[src/rtl/rf_pkg.sv]
// rf_pkg: register-file widths, write record and write-arbiter state encoding
package rf_pkg;
   localparam int RF_AW = 2;
   localparam int RF_DW = 8;
   localparam int RF_NREG = 1 << RF_AW;
   typedef logic [RF_AW-1:0] rf_addr_t;
   typedef logic [RF_DW-1:0] rf_data_t;
   typedef struct packed {
      rf_addr_t addr;
      rf_data_t data;
   } rf_wr_t;
   typedef enum logic [1:0] {EMPTY, ISSUE, HOLD} arb_state_t;
endpackage

[src/rtl/rr_arbiter.sv]
// rr_arbiter: combinational round-robin pick of the first request at or after i_ptr
module rr_arbiter #(
   parameter int N = 3,
   localparam int IW = $clog2(N)
) (
   input  logic [N-1:0]  i_req,
   input  logic [IW-1:0] i_ptr,
   output logic [N-1:0]  o_grant,
   output logic [IW-1:0] o_idx,
   output logic          o_any
);
   logic [IW-1:0] w_j;
   always_comb begin
      o_grant = '0;
      o_idx = '0;
      o_any = 1'b0;
      w_j = '0;
      // walk offsets from farthest to nearest so the nearest requester overwrites
      for (int k = N - 1; k >= 0; k--) begin
         w_j = IW'((int'(i_ptr) + k) % N);
         if (i_req[w_j]) begin
            o_grant = '0;
            o_grant[w_j] = 1'b1;
            o_idx = w_j;
            o_any = 1'b1;
         end
      end
   end
endmodule

[src/rtl/rf_write_arbiter.sv]
// rf_write_arbiter: round-robin sharing of the register-file write port through a registered issue stage.
// Define RF_ARB_STATS_EN to add stat_sel/stat_count and per-requester saturating accept counters.
module rf_write_arbiter
   import rf_pkg::*;
#(
   parameter int NUM_REQ = 3,
   parameter int DW = RF_DW,
   parameter int AW = RF_AW,
   localparam int IW = $clog2(NUM_REQ),
   localparam int NR = 1 << AW
) (
   input  logic                  clk,
   input  logic                  reset,
   input  logic [NUM_REQ-1:0]    req_valid,
   input  logic [NUM_REQ*AW-1:0] req_addr,
   input  logic [NUM_REQ*DW-1:0] req_data,
   output logic [NUM_REQ-1:0]    req_ready,
   input  logic                  stall,
   output logic                  write_enable,
   output logic [AW-1:0]         write_addr,
   output logic [DW-1:0]         write_data,
   output logic [IW-1:0]         grant_id,
   output logic [NR-1:0]         pending_mask
`ifdef RF_ARB_STATS_EN
   ,
   input  logic [IW-1:0]         stat_sel,
   output logic [7:0]            stat_count
`endif
);
   arb_state_t r_state, w_state_nxt;
   logic [IW-1:0] r_ptr, r_id, w_idx;
   logic [AW-1:0] r_addr;
   logic [DW-1:0] r_data;
   logic [NUM_REQ-1:0] w_grant;
   logic w_any, w_valid, w_acc;

   rr_arbiter #(.N(NUM_REQ)) u_rr (
      .i_req(req_valid),
      .i_ptr(r_ptr),
      .o_grant(w_grant),
      .o_idx(w_idx),
      .o_any(w_any)
   );

   assign w_valid = r_state != EMPTY;
   assign w_acc = w_any & ~stall;
   assign req_ready = (stall | reset) ? '0 : w_grant;
   assign write_enable = w_valid & ~stall;
   assign write_addr = r_addr;
   assign write_data = r_data;
   assign grant_id = r_id;
   assign pending_mask = w_valid ? NR'(1) << r_addr : '0;

   // a stalled entry is kept; otherwise the stage refills or drains every cycle
   always_comb w_state_nxt = stall ? (w_valid ? HOLD : EMPTY) : (w_acc ? ISSUE : EMPTY);

   always_ff @(posedge clk or posedge reset)
      if (reset) begin
         r_state <= EMPTY;
         r_ptr <= '0;
         r_id <= '0;
         r_addr <= '0;
         r_data <= '0;
      end else begin
         r_state <= w_state_nxt;
         if (w_acc) begin
            r_addr <= req_addr[w_idx*AW +: AW];
            r_data <= req_data[w_idx*DW +: DW];
            r_id <= w_idx;
            r_ptr <= (int'(w_idx) == NUM_REQ - 1) ? '0 : w_idx + 1'b1;
         end
      end

`ifdef RF_ARB_STATS_EN
   logic [7:0] r_cnt [NUM_REQ];
   always_ff @(posedge clk or posedge reset)
      if (reset) r_cnt <= '{default: '0};
      else if (w_acc && r_cnt[w_idx] != 8'hFF) r_cnt[w_idx] <= r_cnt[w_idx] + 8'd1;
   assign stat_count = (int'(stat_sel) < NUM_REQ) ? r_cnt[stat_sel] : '0;
`endif
endmodule

[config.mk]
export PLATFORM = sky130hd
export DESIGN_NAME = rf_write_arbiter
export DESIGN_NICKNAME = d
export VERILOG_FILES = /design/src/rtl/rf_pkg.sv /design/src/rtl/rr_arbiter.sv /design/src/rtl/rf_write_arbiter.sv
export SDC_FILE = /design/constraint.sdc
export NUM_CORES = 1
export LEC_CHECK = 0
export ABC_AREA = 1
export BUFFER_PORTS_ARGS = -buffer_cell sky130_fd_sc_hd__buf_2
export CAP_MARGIN = 20
export CORE_ASPECT_RATIO = 1.2
export CORE_MARGIN = 2
export CORE_UTILIZATION = 25
export DETAILED_ROUTE_END_ITERATION = 16
export GPL_ROUTABILITY_DRIVEN = 0
export HOLD_SLACK_MARGIN = 0.06
export SETUP_SLACK_MARGIN = 0.02
export SYNTH_ARGS = -nofsm -noshare
export SYNTH_HDL_FRONTEND = slang
export SYNTH_SLANG_ARGS = --single-unit
[constraint.sdc]
create_clock -name clk -period 2 [get_ports clk]
set_input_delay 0.2 -clock clk [delete_from_list [all_inputs] [get_ports clk]]
set_output_delay 0.2 -clock clk [all_outputs]
set_load 0.01 [all_outputs]
**Word level (Yosys, flattened, before mapping)**

Index checks and enable logic that the tools add are counted.

- Add/subtract/negate cells: 3
- Multipliers: 0
- Div/mod/pow operators: 3
- $lt $le $gt $ge: 6
- Equal/unequal tests: 1
- Shift operators: 3
- Muxes and demuxes: 27
- Bitwise logic cells: 4
- Reduce and logical (&&, ||, !) cells: 4

Operators by type and width:

| cell | count |
|---|---|
| remainder unit 32 x 3 -> 32 bit, second input constant | 2 |
| remainder unit 3 x 3 -> 32 bit, second input constant | 1 |
| variable part select 24 x 6 -> 8 bit | 1 |
| 2-to-1 mux 2 bit | 6 |
| 2-to-1 mux 3 bit | 4 |
| 2-to-1 mux 1 bit | 10 |
| < comparator 2 x 3 -> 1 bit, second input constant | 3 |
| binary-select mux 1 bit (select 2 bit) | 3 |
| demux 1 bit (select 2 bit) | 3 |
| greater-or-equal comparator 2 x 1 -> 1 bit, second input constant | 3 |
| variable part select 6 x 4 -> 2 bit | 1 |
| 2-to-1 mux 4 bit | 1 |
| << shifter 1 x 2 -> 4 bit, first input constant | 1 |
| adder 2 x 1 -> 3 bit, second input constant | 1 |
| adder 2 x 2 -> 3 bit, second input constant | 1 |
| logical AND 1 bit | 3 |
| adder 2 x 1 -> 2 bit, second input constant | 1 |
| AND 1 bit | 2 |
| == test 2 bit, second input constant | 1 |
| nonzero test 2 bit | 1 |
| NOT 1 bit | 1 |
| OR 1 bit | 1 |

- Register bits after elaboration: 16
- Latch bits: 0
- Bits in writable memories: 0
- Bits in read-only memories: 0
- Logic and storage cells: 56
- Memories: 0

**Logic depth before layout (Yosys ltp)**

Gate-level depths: netlist of the first run.

- Word-level depth: 10
- Gate-level depth with buffers: 15

**Hierarchy**

A second synthesis of the first run with hierarchy kept.

- Cells, all modules: 198
- Area, all modules: 1258.7 µm²

By module, submodules not included:

| module | instances | cells each | area each (µm²) | seq. area each (µm²) |
|---|---|---|---|---|
| rf_write_arbiter | 1 | 134 | 929.6 | 400.4 |
| rr_arbiter | 1 | 64 | 329.1 | 0.0 |

**Least setup slack after synthesis of the first run**

OpenSTA, ideal clock, no wires.

- Path kind: register to register
- From: reg r_ptr[0]
- To: reg r_addr[0] (netlist: write_addr[0])
- Arrival: 1747 ps
- Required time: 1878 ps
- Slack: 131 ps
- Stages on the path, launching flop included: 14
- Clock period less this slack: 1869 ps
- Cells stage by stage: dfrtp_1 -> inv_1 -> ha_1 -> o21ai_1 -> nand2_2 -> nand2_4 -> clkinv_4 -> nand2_4 -> nand2_8 -> inv_6 -> buf_12 -> nor2_2 -> a21oi_2 -> nand2_1

- Cells in the longest elaborated chain, start to end: 8
- Elaborated cells between the ends (all ways): 19
- Classes of those cells: add/sub: 2; div: 3; shift: 1; mux: 12; bitwise: 1

Ends and longest elaborated chain:

| item | line | source |
|---|---|---|
| from (decl) | rf_write_arbiter.sv:31 | `logic [IW-1:0] r_ptr, r_id, w_idx;` |
| from (signal assigned) | rf_write_arbiter.sv:70 | `r_ptr <= (int'(w_idx) == NUM_REQ - 1) ? '0 : w_idx + 1'b1;` |
| adder 2 x 2 -> 3 bit | rr_arbiter.sv:20 | `w_j = IW'((int'(i_ptr) + k) % N);` |
| remainder unit 32 x 3 -> 32 bit | rr_arbiter.sv:20 |  |
| binary-select mux 1 bit (select 2 bit) | rr_arbiter.sv:21 | `if (i_req[w_j]) begin` |
| 2-to-1 mux 1 bit (not written as such) | rr_arbiter.sv:21 |  |
| 2-to-1 mux 1 bit (2 in a row) | rr_arbiter.sv:21 |  |
| 2-to-1 mux 1 bit (*) | rr_arbiter.sv:21 |  |
| AND 1 bit (*) | rf_write_arbiter.sv:46 | `assign w_acc = w_any & ~stall;` |
| net w_acc | rf_write_arbiter.sv:35 | `logic w_any, w_valid, w_acc;` |
| to (signal assigned) | rf_write_arbiter.sv:67 | `r_addr <= req_addr[w_idx*AW +: AW];` |
| to (decl) | rf_write_arbiter.sv:32 | `logic [AW-1:0] r_addr;` |

The timed path passes the listed nets; every way through them passes the cells marked *. The select of a mux whose other input is x is not followed.
A chain may end at the register's enable or synchronous reset.

**Worst setup path after layout of the first run**

- From: reg r_ptr[1]
- To: out req_ready[1]

- Cells in the longest elaborated chain, start to end: 10
- Elaborated cells between the ends (all ways): 30
- Classes of those cells: add/sub: 2; div: 3; order compare: 6; mux: 16; reduce/logical: 3

Ends and longest elaborated chain:

| item | line | source |
|---|---|---|
| adder 2 x 2 -> 3 bit | rr_arbiter.sv:20 |  |
| remainder unit 32 x 3 -> 32 bit | rr_arbiter.sv:20 |  |
| < comparator 2 x 3 -> 1 bit (not written as such) / greater-or-equal comparator 2 x 1 -> 1 bit (equally long branches) | rr_arbiter.sv:23 | `o_grant[w_j] = 1'b1;` |
| logical AND 1 bit (not written as such) | rr_arbiter.sv:23 |  |
| 2-to-1 mux 1 bit (not written as such) | rr_arbiter.sv:23 |  |
| demux 1 bit (select 2 bit) | n/a |  |
| 2-to-1 mux 3 bit (2 in a row) | rr_arbiter.sv:21 |  |
| 2-to-1 mux 3 bit (*) | rr_arbiter.sv:21 |  |
| 2-to-1 mux 3 bit (*) | rf_write_arbiter.sv:47 | `assign req_ready = (stall \| reset) ? '0 : w_grant;` |
| to (decl) | rf_write_arbiter.sv:17 | `output logic [NUM_REQ-1:0] req_ready,` |

Mark *: on every way between the ends. The rest lies on a longest branch, timed or not. The select of a mux whose other input is x is not followed.

==> metrics, run 1 <==
setup TNS=-98.3 ps; status=finished with violations; simple-gate area share of the yosys netlist=around a third; largest net degree at the start of global routing=20; WP data required=approximately 1800 ps; Power Density=slightly below 2000 nW/um^2; clock root buffer master=clkbuf_8; CP Data Arrival Time=about 1900 ps; failing checks=negative setup slack; fin cells=302; r2r worst-path depth=11; syn_area_per_cell=between 7 and 8 sq um; Synth Area in XOR/XNOR=0%; worst setup path start=r_ptr[1]; IO buf count=55; DR iter-0 viols=42; Crit path top cell by count=nand2_4; Total Nets Final=around 280; Worst slew margin=roughly three fifths; mux cell area share after synthesis=0%; Overall Power=slightly below 4 mW; compound-cell area share of the yosys netlist=a little under a fifth; Slowest-stage cell, CP=dfrtp_2; Yosys warnings=0; die height=between 80 and 90 um; Yosys top cell by area=dfrtp_1; Synth area leaders=dfrtp_1 30%, nand2_1 12%, o211ai_2 7.6%; #FFs+latches synth=16; CTS Sinks=16; starting density of the core=a little over a quarter; clock buffer depth=2; Synth Flop Type=dfrtp_1; WP depth=11; dpl cells=281; IO Pins=56; count of maximum capacitance violations=0; Post-Syn Instances=167; unrepaired setup endpoints after global routing=yes; Final Slew Violations=0; RR Startpoint=r_ptr[1]; Layout Utilization=40.0%; Worst Setup Start Kind=flop; Netlist cell types=30; Finished Cell Area=~2000 sq um; hold_ws=~170 ps; Leakage Power=around 1.1 nW; CTS tree=yes; core area=about 5000 sq um; Largest delay share family, worst path=simple AND/OR/NAND/NOR gates; largest family of logic cells by synthesized area=simple AND/OR/NAND/NOR gates; post-synth top area share=30.5%; die area=about 5900 sq um; Commonest cells post-synth=42 x nand2_1, 25 x inv_1, 16 x dfrtp_1, 10 x nor2_1, 9 x nand3_1; Placement Cell Area=1640 sq um; Final Critical Period=2050 ps; vias per cell=4.46; most common cell in the netlist=nand2_1; Clock Latency Late Sink=about 240 ps; Synth Net Count=207; clock slew at reported path FFs=~60 ps; num rows=28; DRT Wirelength=3.82 mm; pre-CTS setup slack=-32.3 ps; fin crit share=103%; 1st-pass router iterations=4; Total GRT Usage=about 13%; Die X=70.2 um; initial antenna violation count=0; Final Hold Viols=0; crit path cell chain=ha_4, inv_4, nand2_4, nand3_4, nand2_4, nand2_4, nand2_4, and2_4, inv_2, a21oi_2, buf_2; worst slew pin tran=roughly 600 ps; Post-Synth Adder-Cell Area=under 10%; R2R setup slack=between 100 and 150 ps; FFs w/ async S/R, synth=100%; Post-synth EDFFs=0; VDD IR-drop max=0.961 mV; Post-Route Skew=~0.67 ps; ANT nets after route=0; setup ws final=-52.9 ps; sequential area share after synthesis=between 30 and 40%; critical path class=reg -> out; critical path's largest stage delay=450 ps; worst path bufs/invs=3; layout cells sized above 1=56.6%; area added between synthesis and finish=52.6%; crit end category=primary output; H-Tree Depth=1; crit path to=req_ready[1]; DP Wirelength=around 2.7 mm; Mapped Area=roughly 1300 sq um; diode count=0; via count=1347; R2R Path End=write_data[4]; CTS Buf Count=3; DR WL/cell=about 13 um; worst min path class=in -> reg; vias in the first global route=1376; Max Clock Freq=just under 0.5 GHz; first-pass GRT wire length=between 6 and 7 mm; grt total ovfl=0; DRC=0; final setup vio count=2; critical path peak fanout=4
-- tightest hold or removal path: stages --
cell and delay (ps):
buf_2 80, a21boi_1 50, nand2_1 50
-- power by group --
part           switching (mW)  internal, mW
sequential              0.103         0.487
clock                   0.104         0.174
combinational            1.79          1.23
total                    2.00          1.89
-- repair_timing --
action / 4_1_cts / 5_1_grt
setup endpoints to repair: 14 / 14
gates cloned: 0 / 2
setup buffers: 8 / 6
pin swaps: 4 / 11
gates resized for setup: 21 / 29
hold endpoints to repair: 16 / 0
hold buffers: 1 / 0
-- layout make-up --
| type | count | area, sq um |
|---|---|---|
| Clock buffer | 4 | 55.1 |
| Fill cell | 519 | 3010 |
| Inverter | 32 | 138 |
| Multi-Input combinational cell | 119 | 927 |
| Sequential cell | 16 | 402 |
| Tap cell | 60 | 75.1 |
| Timing Repair Buffer | 71 | 408 |
-- kinds of logic after synthesis --
kind of cell,after synthesis
adder cells (fa/ha/maj),4
flip-flops,16
buffers and inverters,34
AND/OR/NAND/NOR,85
AO/OA/AOI/OAI,28
-- layer usage --
layer / vias to the layer above / track usage (%) / wire length [um]
met3: 8 / 2.43 / 185
met5: - / 0 / 0
met2: 49 / 23.5 / 2010
met1: 603 / 14.0 / 1540
li1: 687 / - / -
met4: 0 / 5.07 / 82
-- registers in the layout, summed over array words and instances, names as in the netlist --
name        count
write_addr      2
r_state         2
write_data      8
grant_id        2
r_ptr           2
-- cells in the final DEF, fill, tap and decap left out, types with 2 or more instances in the layout --
| master | instances |
|---|---|
| a21boi_1 | 6 |
| a21oi_2 | 3 |
| buf_2 | 54 |
| buf_4 | 14 |
| buf_6 | 2 |
| clkbuf_8 | 4 |
| dfrtp_1 | 15 |
| ha_1 | 2 |
| ha_4 | 2 |
| inv_1 | 20 |
| inv_2 | 7 |
| inv_4 | 3 |
| nand2_1 | 34 |
| nand2_2 | 8 |
| nand2_4 | 10 |
| nand2_8 | 4 |
| nand3_1 | 7 |
| nand3_2 | 4 |
| nor2_1 | 9 |
| nor2_4 | 3 |
| nor3_1 | 4 |
| o211ai_1 | 2 |
| o211ai_2 | 8 |
| o21ai_2 | 2 |
-- worst min path at each step --
stage | start | endpoint | slack (ps) | depth (start not counted)
2_1_floorplan | reset | grant_id[0] | 110 | 1
6_report | req_data[21] | write_data[5] | 170 | 3
3_5_place_dp | reset | write_addr[0] | 320 | 2
5_1_grt | req_data[19] | write_data[3] | 170 | 3
4_1_cts | req_addr[4] | write_addr[0] | 170 | 3
3_3_place_gp | reset | r_state[1] | 310 | 2
No activity file was read; power rests on OpenSTA's default activity.
==> run 2, diff against run 1 <==
PLACE_DENSITY = 0.5   (was default)
==> run 2 against run 1 <==
  * The run still ends with negative setup slack left
  * Power down 6.5%
  * Flip-flop and latch count is the same
  * Via count shrank 4.8%
  * Combinational power shrank 8.6%
  * Sequential power shrank 1%
  * First-iteration DRC count decreased by 21%
  * Highest routed layer unchanged
  * Critical path type unchanged
  * Fmax down 0.65%
==> metrics, run 2 (synthesis gave the netlist of run 1 again) <==
Final Hold Viols=0 (unchanged); crit end category=primary output (unchanged); Fillers=545 (was 519); H-Tree Depth=1 (unchanged); DP Wirelength=2.69 mm (was 2.68 mm); core area=5010 sq um (unchanged); first-pass GRT wire length=5.91 mm (was 6.11 mm); clock buffer depth=2 (unchanged); DRC=0 (unchanged); worst path bufs/invs=3 (unchanged); clock slew at reported path FFs=70 ps (was 60 ps); Leakage Power=1.02 nW (was 1.07 nW); CP Data Arrival Time=1870 ps (was 1850 ps); vias per cell=4.33 (was 4.46); ANT nets after route=0 (unchanged); setup ws final=-66.3 ps (was -52.9 ps); num rows=28 (unchanged); layout cells sized above 1=54.2% (was 56.6%); Total GRT Usage=12.5% (was 12.7%); Die X=70.2 um (unchanged); fin crit share=103% (about the same); DR iter-0 viols=33 (was 42); Max Clock Freq=0.484 GHz (was 0.487 GHz); largest net degree at the start of global routing=20 (unchanged); fin cells=296 (was 302); die area=5850 sq um (unchanged); Crit path top cell by count=nand2_4 (unchanged); starting density of the core=26.2% (unchanged); clock root buffer master=clkbuf_8 (unchanged); IO buf count=55 (unchanged); crit path cell chain=ha_4, inv_4, nand2_4, nand3_4, nand2_4, nand2_4, nand2_2, and2_4, inv_4, a21oi_4, buf_2 (was ha_4, inv_4, nand2_4, nand3_4, nand2_4, nand2_4, nand2_4, and2_4, inv_2, a21oi_2, buf_2); unrepaired setup endpoints after global routing=yes (unchanged); IO Pins=56 (unchanged); 1st-pass router iterations=4 (unchanged); failing checks=negative setup slack (unchanged); Worst Setup Start Kind=flop (unchanged); CTS Buf Count=3 (unchanged); WP depth=11 (unchanged); worst min path class=in -> reg (unchanged); Final Slew Violations=0 (unchanged); Min-Delay Path Depth=3 (unchanged); DR WL/cell=12.3 um (was 12.7 um); hold_ws=162 ps (was 168 ps); CTS tree=yes (unchanged); vias in the first global route=1297 (was 1376); grt total ovfl=0 (unchanged); Final Critical Period=2070 ps (was 2050 ps); count of maximum capacitance violations=0 (unchanged); via count=1283 (was 1347); worst slew pin tran=620 ps (was 603 ps); Total Nets Final=277 (was 283); area added between synthesis and finish=47.0% (was 52.6%); r2r worst-path depth=13 (was 11); most frequent cells in the layout=54 x buf_2, 35 x nand2_1, 19 x inv_1 (was 54 x buf_2, 34 x nand2_1, 20 x inv_1); critical path class=reg -> out (unchanged); DRT Wirelength=3.64 mm (was 3.82 mm); Clock Latency Late Sink=250 ps (was 240 ps); final setup vio count=2 (unchanged); WP data required=1800 ps (about the same); VDD IR-drop max=0.611 mV (was 0.961 mV); max reg flops=8 (unchanged); status=finished with violations (unchanged); critical path's largest stage delay=440 ps (was 450 ps); die height=83.4 um (unchanged); Slowest-stage cell, CP=dfrtp_2 (unchanged); dpl cells=281 (unchanged); critical path peak fanout=5 (was 4); Power Density=1880 nW/um^2 (was 1940 nW/um^2); commonest non-fill, non-tap cell in the layout=buf_2 (unchanged); Post-Route Skew=0.482 ps (was 0.667 ps); diode count=0 (unchanged); initial antenna violation count=0 (unchanged); Worst slew margin=58.6% (was 59.7%); Largest delay share family, worst path=simple AND/OR/NAND/NOR gates (unchanged); CTS Sinks=16 (unchanged)
==> run 2: through the flow <==
stage	power, mW	util, %	setup WS, ps	instance area [sq um]	TNS (ps)
CTS	3.27	36.3	-80.9	1820	-125
global placement	2.66	32.7	-11.8	1640	-11.8
detailed placement	2.66	32.7	-29.3	1640	-139
finish	3.64	38.6	-66.3	1930	-73.3
global route	3.99	38.6	-155	1930	-388
floorplan	2.24	-	131	1310	0
==> run 2: final cells by class <==
cell class | instances | area, sq um | area share, %
multi-input cells | 118 | 896 | 46.4
flip-flops and latches | 16 | 402 | 20.8
repair buffers | 66 | 367 | 19.0
inverters | 32 | 138 | 7.12
well taps | 60 | 75.1 | 3.89
clock buffers | 4 | 55.1 | 2.85
==> run 2: worst min-delay path, delay by kind of cell <==
kind	cells	cell delay (ps)
AOI/OAI and AO/OA	1	50
and+or+nand+nor	1	50
buffers and inverters	1	90
==> run 2: final timing paths <==
check                            startpoint            end  slack (ps)
min in group asynchronous             reset     r_state[0]         570
worst min register to register  grant_id[0]    grant_id[0]         500
worst max register to register     r_ptr[0]  write_data[7]         130
worst max-delay path               r_ptr[1]   req_ready[1]         -70
max in group asynchronous             reset       r_ptr[1]         980
worst min-delay path            req_addr[4]  write_addr[0]         160
==> run 2: what timing repair did <==
action | in CTS | in global routing
endpoints found under the hold margin | 16 | 0
setup buffers | 8 | 1
endpoints found under the setup margin | 14 | 13
gates cloned | 0 | 1
resized for setup | 19 | 20
hold buffers | 1 | 0
pin swaps | 6 | 9
==> run 2: report_power, final <==
group	total, mW	internal (mW)	switching, mW
logic	2.76	1.10	1.67
registers	0.582	0.487	0.0956
clock network	0.292	0.175	0.118
total	3.64	1.76	1.88
==> run 2: per-layer routing <==
layer / vias to the layer above / routed length, um / global-route usage (%)
li1: 669 / - / -
met1: 568 / 1650 / 16.0
met2: 40 / 1760 / 21.1
met3: 6 / 179 / 2.55
met4: 0 / 37 / 3.50
met5: - / 0 / 0
==> run 3, diff against run 2 <==
clock period = 2.2 ns   (was 2 ns; I/O delays follow)
==> run 3 against run 2 <==
  * The run now ends clean
  * Global-route usage decreased by 0.61 points
  * First-iteration DRC count decreased by 33%
  * Critical path type unchanged
  * Highest routed layer unchanged
  * Largest power group unchanged
  * Core utilization decreased by 2.7 points
==> metrics, run 3 (synthesis gave the netlist of run 1 again) <==
RR Startpoint=r_ptr[0] (unchanged); worst path bufs/invs=3 (unchanged); Clock Latency Late Sink=250 ps (about the same); DP Wirelength=2.71 mm (was 2.69 mm); vias in the first global route=1178 (was 1297); CTS Sinks=16 (unchanged); worst setup path start=r_ptr[1] (unchanged); R2R setup slack=290 ps (was 130 ps); Worst Setup Start Kind=flop (unchanged); clock buffer depth=2 (unchanged); layout cells sized above 1=50.9% (was 54.2%); final setup vio count=0 (was 2); Crit path top cell by count=nand2_4 (unchanged); critical path's largest stage delay=460 ps (was 440 ps); Placement Cell Area=1630 sq um (was 1640 sq um); Die X=70.2 um (unchanged); unrepaired setup endpoints after global routing=yes (unchanged); CP Data Arrival Time=1910 ps (was 1870 ps); critical path peak fanout=5 (unchanged); IO Pins=56 (unchanged); ANT nets after route=0 (unchanged); Total GRT Usage=11.9% (was 12.5%); grt total ovfl=0 (unchanged); status=finished clean (was finished with violations); CTS tree=yes (unchanged); Final Slew Violations=0 (unchanged); starting density of the core=26.2% (unchanged); DRT Wirelength=3.33 mm (was 3.64 mm); Worst slew margin=58.7% (was 58.6%); initial antenna violation count=0 (unchanged); die area=5850 sq um (unchanged); commonest non-fill, non-tap cell in the layout=buf_2 (unchanged); first-pass GRT wire length=5.64 mm (was 5.91 mm); crit path cell chain=ha_4, inv_2, nand2_2, nand3_2, nand2_4, nand2_4, nand2_4, and2_4, inv_2, a21oi_2, buf_2 (was ha_4, inv_4, nand2_4, nand3_4, nand2_4, nand2_4, nand2_2, and2_4, inv_4, a21oi_4, buf_2); die height=83.4 um (unchanged); via count=1264 (was 1283); Finished Cell Area=1800 sq um (was 1930 sq um); 1st-pass router iterations=5 (was 4); Post-Route Skew=1.33 ps (was 0.482 ps); clock slew at reported path FFs=70 ps (about the same); Power Density=1610 nW/um^2 (was 1880 nW/um^2); setup TNS=0 ps (was -73.3 ps); Largest delay share family, worst path=simple AND/OR/NAND/NOR gates (unchanged); clock root buffer master=clkbuf_8 (unchanged); DRC=0 (unchanged); max reg flops=8 (unchanged); setup ws final=66.6 ps (was -66.3 ps); Layout Utilization=35.8% (was 38.6%); worst min path class=in -> async (was in -> reg); VDD IR-drop max=0.541 mV (was 0.611 mV); H-Tree Depth=1 (unchanged); Max Clock Freq=between 0.4 and 0.5 GHz; diode count=0 (unchanged); critical path class=reg -> out (unchanged); DR iter-0 viols=22 (was 33); most frequent cells in the layout=55 x buf_2, 39 x nand2_1, 20 x inv_1 (was 54 x buf_2, 35 x nand2_1, 19 x inv_1); WP data required=1980 ps (was 1800 ps); DR WL/cell=11.5 um (was 12.3 um); num rows=28 (unchanged); vias per cell=4.36 (was 4.33); fin crit share=97.0%; core area=5010 sq um (unchanged); worst slew pin tran=619 ps (was 620 ps); Slowest-stage cell, CP=dfrtp_2 (unchanged); area added between synthesis and finish=36.7% (was 47.0%); IO buf count=55 (unchanged); pre-CTS setup slack=139 ps (was -29.3 ps); cts hold-fix bufs=0 (was 1); count of maximum capacitance violations=0 (unchanged); Total Nets Final=271 (was 277); Leakage Power=0.986 nW (was 1.02 nW); largest net degree at the start of global routing=20 (unchanged); crit end category=primary output (unchanged); Final Hold Viols=0 (unchanged); CTS Buf Count=3 (unchanged); Final Critical Period=2130 ps
-- run 3: cell types whose count changed in the layout (fill, tap and decap cells not counted), moves of 2 or more --
cell / previous run / this run
nand2_8: 5 / 1
buf_4: 10 / 6
nand2_2: 9 / 6
nand2_1: 35 / 39
inv_4: 3 / 1
nand2_4: 7 / 9
-- run 3: per-layer routing --
metal	global-route usage, %	routed length, um	vias up	part of all wire, %
met1	16.1	1530	558	46
met3	2.55	218	2	6.5
met2	19.0	1570	47	47
li1	-	-	657	-
met5	0	0	-	0
met4	3.15	16	0	0.48
-- run 3: worst register-to-register path: stages (launching register included) --
cell      delay (ps)
dfrtp_1          390
buf_4            150
ha_4             170
inv_2             80
nand2_2           60
nand3_2           70
nand2_4           80
buf_4            140
inv_1             70
nand2_2          100
nand2_4          230
nand2_1          100
o211ai_2          80
nand2_1           70
-- run 3: final cells by class --
cell class	instances	area, sq um
Fill cell	529	3210
Multi-Input combinational cell	117	811
Sequential cell	16	402
Timing Repair Buffer	61	320
Inverter	32	133
Tap cell	60	75.1
Clock buffer	4	55.1
-- run 3: final timing paths --
path                                  to  depth (start not counted)
min reg2reg                  grant_id[0]                          1
min in group clk           write_addr[0]                          3
max                         req_ready[1]                         11
max reg2reg                write_data[1]                         13
max in group asynchronous       r_ptr[1]                          2
min                           r_state[0]                          2
-- run 3: metrics by stage --
stage               cells  power (mW)  hold WS, ps
detailed placement    280        2.41          351
global placement      280        2.41          353
finish                290        2.89         46.7
global route          290        3.18         93.3
CTS                   285        2.75         80.6
floorplan             167        2.03          134
-- run 3: repair_timing --
item                       4_1_cts  5_1_grt
gates resized for setup          5       16
setup endpoints to repair        2        3
setup buffers                    1        5
gates cloned                     0        0
pin swaps                        0        5
-- run 3: power breakdown --
part | switching (mW) | internal, mW
Sequential | 0.0900 | 0.442
Clock | 0.104 | 0.159
Combinational | 1.29 | 0.804
Total | 1.48 | 1.41
